==> config.mk <==
export PLATFORM = sky130hd
export DESIGN_NAME = mux8_rr_arbiter
export DESIGN_NICKNAME = d
export VERILOG_FILES = /design/src/rtl/mux8_arb_pkg.sv /design/src/rtl/rr_pick8.sv /design/src/rtl/mux8_rr_arbiter.sv
export SDC_FILE = /design/constraint.sdc
export NUM_CORES = 1
export LEC_CHECK = 0
export BUFFER_PORTS_ARGS = -buffer_cell sky130_fd_sc_hd__buf_4
export CORE_AREA = 2 2 65 82
export CTS_BUF_LIST = sky130_fd_sc_hd__clkbuf_8
export DETAILED_ROUTE_END_ITERATION = 6
export DIE_AREA = 0 0 67 84
export SLEW_MARGIN = 10
export SYNTH_ARGS = -nofsm -noshare
export SYNTH_HDL_FRONTEND = slang
export SYNTH_SLANG_ARGS = --single-unit
==> constraint.sdc <==
create_clock -name clk -period 9 [get_ports clk]
set_input_delay 0 -clock clk [delete_from_list [all_inputs] [get_ports clk]]
set_output_delay 0 -clock clk [all_outputs]
set_load 0.03 [all_outputs]
==> src/rtl/mux8_arb_pkg.sv <==
// Shared constants and types for the 8-way round-robin mux select arbiter.
package mux8_arb_pkg;

  localparam int unsigned N_REQ = 8;
  localparam int unsigned SEL_W = 3;
  localparam int unsigned CNT_W = 8;

  typedef enum logic {
    IDLE  = 1'b0,
    GRANT = 1'b1
  } state_e;

  function automatic logic [N_REQ-1:0] onehot8(input logic [SEL_W-1:0] idx);
    logic [N_REQ-1:0] v;
    v = '0;
    v[idx] = 1'b1;
    return v;
  endfunction

endpackage

==> src/rtl/rr_pick8.sv <==
// Combinational round-robin picker: first set req bit at or after ptr (mod 8),
// optionally skipping mask_idx.
module rr_pick8
  import mux8_arb_pkg::*;
(
  input  logic [N_REQ-1:0] req,
  input  logic [SEL_W-1:0] ptr,
  input  logic [SEL_W-1:0] mask_idx,
  input  logic             mask_en,
  output logic [SEL_W-1:0] idx,
  output logic             found
);

  logic [SEL_W-1:0] cand;

  // Walk the offsets downwards so the smallest offset from ptr wins.
  always_comb begin
    idx   = ptr;
    found = 1'b0;
    cand  = ptr;
    for (int k = N_REQ - 1; k >= 0; k--) begin
      cand = ptr + k[SEL_W-1:0];
      if (req[cand] && !(mask_en && (cand == mask_idx))) begin
        idx   = cand;
        found = 1'b1;
      end
    end
  end

endmodule

==> src/rtl/mux8_rr_arbiter.sv <==
// Round-robin arbiter driving the 8:1 mux select lines with registered outputs.
// Optional burst cap compiled in with `define MUX8_RR_ARBITER_BURST_LIMIT_EN.
module mux8_rr_arbiter
  import mux8_arb_pkg::*;
#(
  parameter int unsigned MAX_BURST = 4
) (
  input  logic             clk,
  input  logic             rst,
  input  logic [N_REQ-1:0] req,
  output logic [N_REQ-1:0] gnt,
  output logic [SEL_W-1:0] sel,
  output logic             gnt_valid,
  output logic [SEL_W-1:0] cur_id
);

  if (MAX_BURST < 1 || MAX_BURST > 255) begin : g_bad_param
    $error("MAX_BURST out of range 1..255");
  end

  state_e           state_q, state_d;
  logic [SEL_W-1:0] idx_q, idx_d;
  logic [SEL_W-1:0] ptr_q, ptr_d;
  logic [N_REQ-1:0] gnt_q, gnt_d;
  logic [SEL_W-1:0] pick_idx;
  logic             pick_found;
  logic             take;

`ifdef MUX8_RR_ARBITER_BURST_LIMIT_EN
  logic [CNT_W-1:0] cnt_q, cnt_d;
`endif

  // The current owner is masked so a burst handover never re-picks it.
  rr_pick8 u_pick (
    .req      (req),
    .ptr      (ptr_q),
    .mask_idx (idx_q),
    .mask_en  (state_q == GRANT),
    .idx      (pick_idx),
    .found    (pick_found)
  );

  always_comb begin
    state_d = state_q;
    idx_d   = idx_q;
    ptr_d   = ptr_q;
    gnt_d   = gnt_q;
    take    = 1'b0;
`ifdef MUX8_RR_ARBITER_BURST_LIMIT_EN
    cnt_d   = cnt_q;
`endif
    unique case (state_q)
      IDLE: begin
        if (pick_found) take = 1'b1;
      end
      GRANT: begin
        if (!req[idx_q]) begin
          if (pick_found) begin
            take = 1'b1;
          end else begin
            state_d = IDLE;
            gnt_d   = '0;
          end
        end
`ifdef MUX8_RR_ARBITER_BURST_LIMIT_EN
        else if (cnt_q == CNT_W'(MAX_BURST - 1)) begin
          if (pick_found) take = 1'b1;
          else            cnt_d = '0;
        end else begin
          cnt_d = cnt_q + 1'b1;
        end
`endif
      end
      default: state_d = IDLE;
    endcase

    if (take) begin
      state_d = GRANT;
      idx_d   = pick_idx;
      ptr_d   = pick_idx + 1'b1;
      gnt_d   = onehot8(pick_idx);
`ifdef MUX8_RR_ARBITER_BURST_LIMIT_EN
      cnt_d   = '0;
`endif
    end
  end

  always_ff @(posedge clk) begin
    if (rst) begin
      state_q <= IDLE;
      idx_q   <= '0;
      ptr_q   <= '0;
      gnt_q   <= '0;
`ifdef MUX8_RR_ARBITER_BURST_LIMIT_EN
      cnt_q   <= '0;
`endif
    end else begin
      state_q <= state_d;
      idx_q   <= idx_d;
      ptr_q   <= ptr_d;
      gnt_q   <= gnt_d;
`ifdef MUX8_RR_ARBITER_BURST_LIMIT_EN
      cnt_q   <= cnt_d;
`endif
    end
  end

  assign gnt       = gnt_q;
  assign sel       = idx_q;
  assign cur_id    = idx_q;
  assign gnt_valid = (state_q == GRANT);

endmodule

==> run summary <==
Largest net degree at the start of global routing -> 18
Crit path arrival time -> 4.38 ns
Max Slew Vio Count -> 0
Die area -> 5630 um2
Clock Pin Slew Worst Setup and Hold Paths -> 0.06 ns
CTS tree -> built
YS warnings -> 0
R2r worst-path depth -> 10
Post-CTS Resized -> 0
Fmax -> 238 MHz
Clk_skew -> 0.00231 ns
Drt pass-1 iters -> 4
Crit-path max FO -> 15
GRT met3 Usage -> 0.945%
Reg2reg setup slack -> 4.81 ns
Bufs on Longest Clock Path -> 2
Initial DRC Count -> 119
Hold buffers post-CTS -> 0
GRT Max-Usage Layer -> met2
Avg WL per Cell -> 17.4 um
Worst Path Buf+Inv -> 1
Ant. Diodes -> 0
Vias in the first global route -> 1509
Cell variety after synth -> 62
Startpoint Class -> flip-flop
Share of cells above drive strength 1 -> 28.6%
Crit-path max cell delay -> 0.77 ns
Num rows -> 29
Actual slew at the worst max-slew pin -> 0.708 ns
Max_cap viols -> 0
CP Data Required Time -> 9.18 ns
Root buffer cell -> clkbuf_8
Syn_nets -> 196
Core Box Area -> 4930 um2
Die H -> 84 um
Met1 Use GR -> 20.3%
CP delay by family, top -> simple AND/OR/NAND/NOR gates
Avg Inst Size Synth -> 9.20 um2
Vias after detailed routing -> 1556
EDFF count, synth -> 0
IO buf count -> 24
Initial antenna violation count -> 0
Fraction of registers with async set/reset -> 0%
Cells along the critical path -> inv_1 -> ha_1 -> xnor2_1 -> o31ai_1 -> mux2i_1 -> or3_1 -> mux2_2 -> nand2_2 -> or4_1 -> a21oi_1
Placed wire-length estimate -> 3530 um
Seq/Total Area, Yosys -> 17.7%
Status -> finished, final reports clean
Setup crit end -> gnt[4]
Io pins -> 25
Fin Setup TNS -> 0 ns
Fillcell total -> 539
Synthesized flop and latch total -> 15
Total global-route track usage -> 17.0%
Slew headroom -> 52.7%
First-pass GRT wire length -> 7340 um
Initial core utilization -> 34.3%
Synth Instances -> 184
GRT overflow -> 0
Worst setup path class -> flip-flop to flip-flop
Worst path depth -> 10
CP max stage cell -> dfxtp_1
Clk sink count -> 15
TritonCTS Buffers -> 3
Area growth syn-to-layout -> 12.8%
Final WL -> 4530 um
Die width -> 67 um
Worst setup EP type -> flip-flop
Final hold violations -> 0
Vias/cell -> 5.96
Crit Reg-Reg Startpoint -> ptr_q[0]
Post-route DRC -> 0
Nets -> 212
Period utilization -> 46.6%
Hold Path Class -> input pin to flip-flop
Antenna-violating nets left -> 0
Synthesized area -> 1690 um2
Final setup viols -> 0
Htree depth -> 1
Worst setup startpoint -> ptr_q[0]
# Post-CTS Setup Buffers -> 0
Gpl congestion -> 0.866
Min Tclk post-route -> 4.19 ns
GR Layer Usage met2 -> 30.2%
Clk_lat worst skew -> 0.25 ns
RR Endpoint -> gnt[4]
RSZ-0062 raised after global routing -> no
Top_reg_cell synth -> dfxtp_1
-- Yosys cell counts, drive strengths merged, types with 4 or more instances --
master,number,area (um2)
mux2,5,56.3
nand4,5,31.3
nor2,12,45.0
mux2i,8,96.3
o21a,4,31.3
nor3,6,30.0
dfxtp,15,300
o31ai,7,57.6
mux4,10,225
xnor2,6,52.6
a31oi,4,25.0
a21oi,11,55.1
buf,11,77.6
inv,4,15.0
nand2,20,77.6
xor2,5,43.8
-- cell type report --
class / instances / area, um2 / area share, %
Multi-Input combinational cell: 151 / 1290 / 67.4
Sequential cell: 15 / 300 / 15.7
Timing Repair Buffer: 24 / 180 / 9.44
Tap cell: 62 / 77.6 / 4.06
Clock buffer: 3 / 41.3 / 2.16
Inverter: 5 / 18.8 / 0.983
Clock inverter: 1 / 3.75 / 0.197
-- cell usage in the layout (no fill, tap or decap), types with 2 or more instances in the layout --
cell / n
a21oi_1: 11
buf_4: 24
o311a_1: 3
mux2_2: 5
o21ai_1: 2
mux4_2: 10
clkbuf_8: 3
o211ai_1: 2
o21a_1: 3
inv_1: 4
or4_1: 3
a31oi_1: 4
xor2_1: 5
nor2_1: 12
a211oi_1: 2
o31a_1: 2
nor3_1: 6
dfxtp_1: 15
o31ai_1: 6
or3_1: 3
mux2i_1: 6
nand4_1: 5
xnor2_1: 6
nand2_1: 19
ha_1: 2
a32oi_1: 2
o2111ai_1: 2
-- routing by layer --
| metal | part of all wire (%) | routed length [um] |
|---|---|---|
| met5 | 0 | 0 |
| met4 | 2.6 | 119 |
| met3 | 3.2 | 146 |
| met2 | 53 | 2400 |
| met1 | 41 | 1860 |
-- through the flow --
step	area [um2]	cells	hold slack, ns	worst slack, ns	util, %
floorplan	1690	184	0.0793	5.55	-
CTS	1910	261	0.0372	4.86	38.7
global route	1910	261	0.0550	4.48	38.7
global placement	1860	257	0.299	4.95	37.8
finish	1910	261	0.0369	4.81	38.7
detailed placement	1860	257	0.303	4.88	37.8
-- cell families after synthesis --
family / synth area share, %
compound gates: 28.8
simple gates: 16.5
mux: 22.3
buf+inv: 6.21
flops: 17.7
xor+xnor: 7.02
fa+ha+maj: 1.48
-- state kept, by name (all words and copies together) (netlist names) --
name and count:
gnt 8, cur_id 3, ptr_q 3, gnt_valid 1
-- worst min path at each step --
stage / from / endpoint / cells after the start
2_1_floorplan: rst / cur_id[0] / 1
3_3_place_gp: rst / gnt[2] / 2
3_5_place_dp: rst / gnt[3] / 2
4_1_cts: rst / cur_id[1] / 2
5_1_grt: rst / gnt[2] / 2
6_report: rst / gnt[1] / 2
-- worst reg2reg max path, cell delays in order (launching register included) --
cell and delay (ns):
dfxtp_1 0.77, inv_1 0.21, ha_1 0.59, xnor2_1 0.21, o31ai_1 0.60, mux2i_1 0.27
or3_1 0.38, mux2_2 0.26, nand2_2 0.12, or4_1 0.56, a21oi_1 0.15
Power is not shown: default switching activity piles up to over one toggle a cycle in this logic, so the estimate is an artifact.
